[config.mk]
export PLATFORM = sky130hd
export DESIGN_NAME = counter_sched_flat
export DESIGN_NICKNAME = d
export VERILOG_FILES = /design/src/rtl/counter_sched_if.sv /design/src/rtl/counter_sched.sv /design/src/flat_wrapper.sv
export SDC_FILE = /design/constraint.sdc
export NUM_CORES = 1
export LEC_CHECK = 0
export ABC_AREA = 1
export CORE_ASPECT_RATIO = 0.75
export CORE_UTILIZATION = 40
export CTS_CLUSTER_DIAMETER = 40
export DETAILED_ROUTE_END_ITERATION = 7
export PLACE_DENSITY = 0.62
export SLEW_MARGIN = 40
export SYNTH_ARGS = -nofsm -noshare
export SYNTH_HDL_FRONTEND = slang
export SYNTH_SLANG_ARGS = --single-unit
[constraint.sdc]
create_clock -name clk -period 1.6 [get_ports clk]
set_input_delay 0.16 -clock clk [delete_from_list [all_inputs] [get_ports clk]]
set_output_delay 0.16 -clock clk [all_outputs]
set_load 0.01 [all_outputs]
[src/rtl/counter_sched_if.sv]
// counter_sched_if: host-side run-control bundle for counter_sched.
// Master drives the run controls and settings; slave (the scheduler)
// returns count, tick/done events and run status.
// Optional: COUNTER_SCHED_WRAP_CNT_EN adds the wrap_cnt status bus.
interface counter_sched_if #(
    parameter int CNT_WIDTH = 3,
    parameter int PRE_WIDTH = 4
);
    logic                 start;
    logic                 stop;
    logic                 pause;
    logic                 periodic;
    logic [CNT_WIDTH-1:0] term_val;
    logic [PRE_WIDTH-1:0] prescale;
    logic [CNT_WIDTH-1:0] count;
    logic                 tick;
    logic                 done;
    logic                 busy;
    logic [1:0]           state;
`ifdef COUNTER_SCHED_WRAP_CNT_EN
    logic [7:0]           wrap_cnt;

    modport master (
        output start, stop, pause, periodic, term_val, prescale,
        input  count, tick, done, busy, state, wrap_cnt
    );

    modport slave (
        input  start, stop, pause, periodic, term_val, prescale,
        output count, tick, done, busy, state, wrap_cnt
    );
`else
    modport master (
        output start, stop, pause, periodic, term_val, prescale,
        input  count, tick, done, busy, state
    );

    modport slave (
        input  start, stop, pause, periodic, term_val, prescale,
        output count, tick, done, busy, state
    );
`endif
endinterface

[src/rtl/counter_sched.sv]
// counter_sched: run-control scheduler for an up-counter with prescaled
// tick, programmable terminal count and one-shot/periodic modes.
// Controls: stop > start > pause. Settings are latched on start only.
// Optional: COUNTER_SCHED_WRAP_CNT_EN adds a saturating count of
// periodic terminal events (wrap_cnt).
module counter_sched #(
    parameter int CNT_WIDTH = 3,
    parameter int PRE_WIDTH = 4
) (
    input logic              clk,
    input logic              reset,
    counter_sched_if.slave   bus
);
    localparam logic [1:0] IDLE  = 2'd0;
    localparam logic [1:0] RUN   = 2'd1;
    localparam logic [1:0] PAUSE = 2'd2;
    localparam logic [1:0] DONE  = 2'd3;

    logic [1:0]           state_r;
    logic [CNT_WIDTH-1:0] count_r;
    logic [PRE_WIDTH-1:0] pre_cnt;
    logic                 tick_r;
    logic                 done_r;

    logic [CNT_WIDTH-1:0] term_l;
    logic [PRE_WIDTH-1:0] prescale_l;
    logic                 periodic_l;

    // A prescaler wrap in RUN with no overriding control is a tick event.
    logic                 run_step;
    logic                 tick_evt;
    logic                 term_hit;

    assign run_step = (state_r == RUN) && !bus.stop && !bus.start && !bus.pause;
    assign tick_evt = run_step && (pre_cnt == prescale_l);
    assign term_hit = tick_evt && (count_r == term_l);

    // Run settings are captured only when a run is (re)started.
    always_ff @(posedge clk or posedge reset) begin
        if (reset) begin
            term_l     <= '0;
            prescale_l <= '0;
            periodic_l <= 1'b0;
        end else if (!bus.stop && bus.start) begin
            term_l     <= bus.term_val;
            prescale_l <= bus.prescale;
            periodic_l <= bus.periodic;
        end
    end

    // Run-state FSM with count, prescaler and the single-cycle event pulses.
    always_ff @(posedge clk or posedge reset) begin
        if (reset) begin
            state_r <= IDLE;
            count_r <= '0;
            pre_cnt <= '0;
            tick_r  <= 1'b0;
            done_r  <= 1'b0;
        end else begin
            tick_r <= tick_evt;
            done_r <= term_hit;
            if (bus.stop) begin
                state_r <= IDLE;
                count_r <= '0;
                pre_cnt <= '0;
            end else if (bus.start) begin
                state_r <= RUN;
                count_r <= '0;
                pre_cnt <= '0;
            end else begin
                case (state_r)
                    RUN: begin
                        if (bus.pause) begin
                            state_r <= PAUSE;
                        end else if (pre_cnt == prescale_l) begin
                            pre_cnt <= '0;
                            if (count_r == term_l) begin
                                // Periodic reloads; one-shot parks at term_l.
                                if (periodic_l) begin
                                    count_r <= '0;
                                end else begin
                                    state_r <= DONE;
                                end
                            end else begin
                                count_r <= count_r + CNT_WIDTH'(1);
                            end
                        end else begin
                            pre_cnt <= pre_cnt + PRE_WIDTH'(1);
                        end
                    end
                    PAUSE: begin
                        // Prescaler phase is kept, so resuming loses no time.
                        if (!bus.pause) begin
                            state_r <= RUN;
                        end
                    end
                    default: begin
                        // IDLE and DONE hold until start or stop.
                    end
                endcase
            end
        end
    end

`ifdef COUNTER_SCHED_WRAP_CNT_EN
    logic [7:0] wrap_r;

    // Saturating count of periodic terminal events since the last start/stop.
    always_ff @(posedge clk or posedge reset) begin
        if (reset) begin
            wrap_r <= 8'd0;
        end else if (bus.stop || bus.start) begin
            wrap_r <= 8'd0;
        end else if (term_hit && periodic_l && (wrap_r != 8'hFF)) begin
            wrap_r <= wrap_r + 8'd1;
        end
    end

    assign bus.wrap_cnt = wrap_r;
`endif

    assign bus.state = state_r;
    assign bus.count = count_r;
    assign bus.tick  = tick_r;
    assign bus.done  = done_r;
    assign bus.busy  = (state_r == RUN) || (state_r == PAUSE);

endmodule

[src/flat_wrapper.sv]
// flat-port wrapper written by rule: the top's interface ports become plain ports
module counter_sched_flat 
#(
    parameter int CNT_WIDTH = 3,
    parameter int PRE_WIDTH = 4
)
  (clk, reset, bus_start, bus_stop, bus_pause, bus_periodic, bus_term_val, bus_prescale, bus_count, bus_tick, bus_done, bus_busy, bus_state);
  counter_sched_if #(.CNT_WIDTH(CNT_WIDTH), .PRE_WIDTH(PRE_WIDTH)) bus_i ();
  input logic clk;
  input logic reset;
  input wire logic [$bits(bus_i.start)-1:0] bus_start;
  input wire logic [$bits(bus_i.stop)-1:0] bus_stop;
  input wire logic [$bits(bus_i.pause)-1:0] bus_pause;
  input wire logic [$bits(bus_i.periodic)-1:0] bus_periodic;
  input wire logic [$bits(bus_i.term_val)-1:0] bus_term_val;
  input wire logic [$bits(bus_i.prescale)-1:0] bus_prescale;
  output wire logic [$bits(bus_i.count)-1:0] bus_count;
  output wire logic [$bits(bus_i.tick)-1:0] bus_tick;
  output wire logic [$bits(bus_i.done)-1:0] bus_done;
  output wire logic [$bits(bus_i.busy)-1:0] bus_busy;
  output wire logic [$bits(bus_i.state)-1:0] bus_state;
  assign bus_i.start = bus_start;
  assign bus_i.stop = bus_stop;
  assign bus_i.pause = bus_pause;
  assign bus_i.periodic = bus_periodic;
  assign bus_i.term_val = bus_term_val;
  assign bus_i.prescale = bus_prescale;
  assign bus_count = bus_i.count;
  assign bus_tick = bus_i.tick;
  assign bus_done = bus_i.done;
  assign bus_busy = bus_i.busy;
  assign bus_state = bus_i.state;
  counter_sched #(.CNT_WIDTH(CNT_WIDTH), .PRE_WIDTH(PRE_WIDTH)) u_core (.clk(clk), .reset(reset), .bus(bus_i));
endmodule
-- Word-level counts from Yosys, hierarchy flattened
Cells that the tools add are included.
- bits of input ports: 13
- bits in registers: 19
- logic and storage cells: 56
- output and inout bits: 8
- $add $sub $neg: 2
- equal/unequal tests: 10
- multiplexer cells: 20
- reductions and logical operators: 16
- operator list (kind ; number):
    $mux W3 ; 7
    $mux W4 ; 5
    $ne A5 B5 Y1 const B ; 3
    $mux W2 ; 7
    $logic_and A1 B1 Y1 ; 6
    $reduce_bool A3 Y1 ; 2
    $reduce_and A5 Y1 ; 1
    $add A4 B1 Y4 const B ; 1
    $eq A4 B4 Y1 ; 1
    $ne A4 B3 Y1 const B ; 1
    $ne A4 B4 Y1 const B ; 1
    $pmux W2 S2 ; 1
    $reduce_and A4 Y1 ; 1
    $reduce_bool A4 Y1 ; 1
    $add A3 B1 Y3 const B ; 1
    $eq A3 B3 Y1 ; 1
    $logic_not A1 Y1 ; 3
    $ne A3 B3 Y1 const B ; 1
    $eq A2 B1 Y1 const B ; 1
    $eq A2 B2 Y1 const B ; 1
    $reduce_and A2 Y1 ; 1
    $logic_or A1 B1 Y1 ; 1

-- Longest topological paths before layout
- depth in word-level cells: 7
- gate-level depth with buffers: 10
- mapped depth without buffers: 10

-- Least setup slack after synthesis
Ideal clock, no wire load.
- kind: reg2reg
- start: register u_core.state_r[0] (netlist: u_core.bus.state[0])
- end: register u_core.state_r[0] (netlist: u_core.bus.state[0])
- library setup time: 117 ps
- slack: 312 ps
- clock period less this slack: 1288 ps
- buffers on the path: 0
- arrival: 1171 ps
- data required time: 1483 ps
- cell stages (with the launch flop): 9
- path through: dfrtp_1 -> inv_1 -> ha_1 -> inv_1 -> nand2_1 -> nand2_1 -> nand3_1 -> nand2_1 -> nand2_1
- longest elaborated chain between the ends: 4
- elaborated cells on any way between the ends: 11
- those cells by class: 6 x eq/ne; 3 x mux; 2 x reduce/logical
- RTL lines (element ; RTL line ; source):
    start: declaration ; counter_sched.sv:19 ; logic [1:0] state_r;
    start signal: assignment ; counter_sched.sv:54 ; state_r <= IDLE;
    start signal: assignment ; counter_sched.sv:63 ; state_r <= IDLE;
    start signal: assignment ; counter_sched.sv:67 ; state_r <= RUN;
    $eq A2 B2 Y1 / $eq A2 B1 Y1 (equally long branches) ; counter_sched.sv:71 ; case (state_r)
    $pmux W2 S2 ; counter_sched.sv:71 ;
    $mux W2 ; counter_sched.sv:66 ; end else if (bus.start) begin
    $mux W2 ; counter_sched.sv:62 ; if (bus.stop) begin
Several ways; a longest one is shown, not always the timed one.
A chain may end at the register's enable or synchronous reset.

-- Worst setup path after layout
- start: register u_core.state_r[1] (netlist: u_core.bus.state[1])
- end: output bus_state[1]
- RTL lines (element ; RTL line ; source):
    end: declaration ; flat_wrapper.sv:21 ; output wire logic [$bits(bus_i.state)-1:0] bus_state;
No word-level cell between the ends.

==> qor.yml <==
die:
  pin_count: 21
  rows: 15
  die_w_um: 60.98
  fp.dieH_um: 46.24
  initial_core_util_pct: 43.78
  coreArea_sq_um: 2384
  die_area_sq_um: 2819
timing:
  finalHoldViolCount: 0
  finalSetupViolCount: 0
  clock_skew_ns: 0.007476
  whs_ns: 0.1536
  post-route-period-util_pct: 93.43
  setup-tns-final_ns: 0
  layout_min_cycle_time_ns: 1.495
  rsz0062_at_grt: "false"
  slew_headroom_pct: 78.17
  finalMaxSlewViolations: 0
  fmax_ghz: 0.6689
  tightest_slew_ns: 0.3264
run:
  drv_cap: 0
yosys:
  synth_seq_area_share_pct: 45.56
  synth.cell_area_sq_um: 1044
  synth_top_area_share_pct: 45.56
  yosysUniqueCellTypes: 19
  synth_largest_area_cell: "dfrtp_1"
  ys.warnings.count: 0
  synth_cells: 137
  syn_nets: 154
  synth_area_per_cell_sq_um: 7.617
  synth_area_leaders: "dfrtp_1 46%, nand2_1 17%, inv_1 7.9%, ha_1 4.8%, nor2_1 4.3%"
  ys_ff_latch: 19
clock_tree:
  clk_latency_ns: 0.30
  holdBufCountCts: 0
  h-tree-depth: 1
  clock_path_buffers: 2
  cts_tree: "done"
  numCtsBuffers: 3
  clock-sinks: 19
  ctsRootBufferMaster: "clkbuf_4"
  clk_pin_slew_ns: 0.12
critical_path:
  path_buf_inv: 2
  critPathCapture: "bus_state[1]"
  cp-end-kind: "output pin"
  crit_slowest_cell: "clkdlybuf4s50_1"
  crit_type: "flop to output pin"
  crit_chain: "buf_4 -> clkdlybuf4s50_1"
  cp_num_cells: 2
  cp-start-kind: "flop"
  reg2reg_slack_ns: 0.13
  startpoint: "u_core.bus.state[1]$_DFFE_PP0P_"
  crit_arrival_ns: 1.33
  worst_ep_required_time_ns: 1.44
  reg2reg_depth: 9
  critPathTopFamily: "buffers and inverters"
  worstReg2RegStart: "u_core.bus.state[1]$_DFFE_PP0P_"
  slowest_delay_ns: 0.52
  reg2reg_to: "u_core.bus.count[2]$_DFFE_PP0P_"
  path_max_fanout: 3
routing:
  vias_per_cell: 4.578
  totalWireLength_mm: 2.042
  ant_nets: 0
  drc: 0
  num_vias: 911
  drt-wirelength-per-cell_um: 10.26
  first_pass_iters: 4
  drt_iter0_markers: 49
global_route:
  grt_pass1_vias: 870
  grt_start_max_net_pins: 20
  grt_first_pass_wirelength_mm: 3.594
  grt_overflow: 0
  antenna_found_initial: 0
  grt_use_total_pct: 17.59
run_status:
  status: "completed"
pwr:
  power_leakage_nw: 0.6980
  vdd_drop_max_mv: 0.3573
  powerDensity_nw_per_um2: 761.7
placement:
  io_buffers: 20
  gp_congestion: 0.8394
  dp_cells: 193
  dp_hpwl_mm: 1.585
finish:
  final_util_pct: 56.80
  final_layout_size_suffix_gt1_share_pct: 10.30
  instances_no_fill: 199
  layout.nets: 183
  syn_to_final_growth_pct: 29.74
  n_antenna_cell: 0
min_path:
  hold_path.class: "input port to async pin"
synthesized netlist by cell type:
master,instances
nor2_2,2
ha_1,4
nand2_1,46
nor3_2,1
buf_4,1
mux2_2,1
dfrtp_1,19
nand3b_1,1
o21ai_0,2
nor2_1,12
xnor2_1,1
nor3_1,2
nor2_4,1
nand3_1,5
inv_1,22
nand2_2,1
xor2_1,3
a21oi_1,8
nand4_1,5
where the power goes:
part	switching (mW)	internal (mW)
clock	0.155	0.0932
combinational	0.131	0.116
sequential	0.0202	0.515
final cells by class:
class | count | area (sq um)
clock buffer | 3 | 22.52
clock inverter | 1 | 5.005
fill | 235 | 1030
inverter | 22 | 82.58
multi-input combinational | 95 | 489.2
sequential | 19 | 475.5
tap | 34 | 42.54
timing repair buffer | 25 | 236.5
kinds of logic after synthesis:
kind of cell | after synthesis | synth area share (%)
XOR/XNOR | 4 | 3.358
multiplexers | 1 | 1.079
flip-flops | 19 | 45.56
AO/OA/AOI/OAI | 10 | 4.796
AND/OR/NAND/NOR | 76 | 31.77
buffers and inverters | 23 | 8.633
adder cells (fa/ha/maj) | 4 | 4.796
cells in the final DEF (no fill, tap or decap):
cell type        count
nand2_2              3
xor2_1               3
clkinv_2             1
o21ai_0              2
clkdlybuf4s50_1     19
nor2_2               2
nor2_1              12
nand4_1              5
xnor2_1              1
mux2_2               1
nand3_1              5
nor2_4               1
nor3_1               2
inv_1               22
clkbuf_4             3
nand3b_1             1
dfrtp_1             19
nor3_4               1
buf_4                5
nand2_1             44
dlygate4sd2_1        1
ha_1                 4
a21oi_1              8
worst min-delay path by stage:
stage,startpoint,end,slack (ns),cells past startpoint
finish,reset,u_core.periodic_l$_DFFE_PP0P_,0.15,3
global route,reset,u_core.term_l[1]$_DFFE_PP0P_,0.22,3
CTS,reset,u_core.term_l[0]$_DFFE_PP0P_,0.16,3
detailed placement,reset,u_core.term_l[0]$_DFFE_PP0P_,0.50,3
global placement,reset,u_core.term_l[0]$_DFFE_PP0P_,0.50,3
floorplan,reset,u_core.bus.count[0]$_DFFE_PP0P_,0.11,1
sequential cells by signal, indices dropped and copies added (netlist names):
name               count
u_core.bus.count       3
u_core.periodic_l      1
u_core.bus.state       2
u_core.bus.done        1
u_core.term_l          3
u_core.prescale_l      4
u_core.pre_cnt         4
u_core.bus.tick        1
per-stage QoR:
step / cell area, sq um / setup WS [ns] / total power, mW
6_report: 1354 / 0.1050 / 1.031
5_1_grt: 1354 / 0.002364 / 1.099
3_5_place_dp: 1301 / 0.1156 / 0.7809
2_1_floorplan: 1044 / 0.3121 / 0.6778
4_1_cts: 1343 / 0.09140 / 1.036
3_3_place_gp: 1301 / 0.1444 / 0.7771
worst register-to-register path: stages, from the launching register on:
cell      delay, ns
dfrtp_1        0.41
buf_4          0.15
inv_1          0.05
ha_1           0.15
nand2_2        0.10
nand3b_1       0.19
nand2_2        0.10
nand2_1        0.10
nand2_1        0.07
nand2_1        0.05
routing by layer:
metal | share of wire, % | GRT usage, % | wire length, um
met1 | 47 | 21.95 | 956
met2 | 48 | 29.89 | 985
met3 | 4.5 | 5.899 | 91
met4 | 0.39 | 3.636 | 8
met5 | 0 | 0 | 0
timing repair:
| item | 4_1_cts | 5_1_grt |
|---|---|---|
| resized for setup | 1 | 3 |
| buffers inserted | 2 | 0 |
| setup endpoints to repair | 1 | 5 |
| cloned | 0 | 0 |
Power figures use the tool's default switching activity.
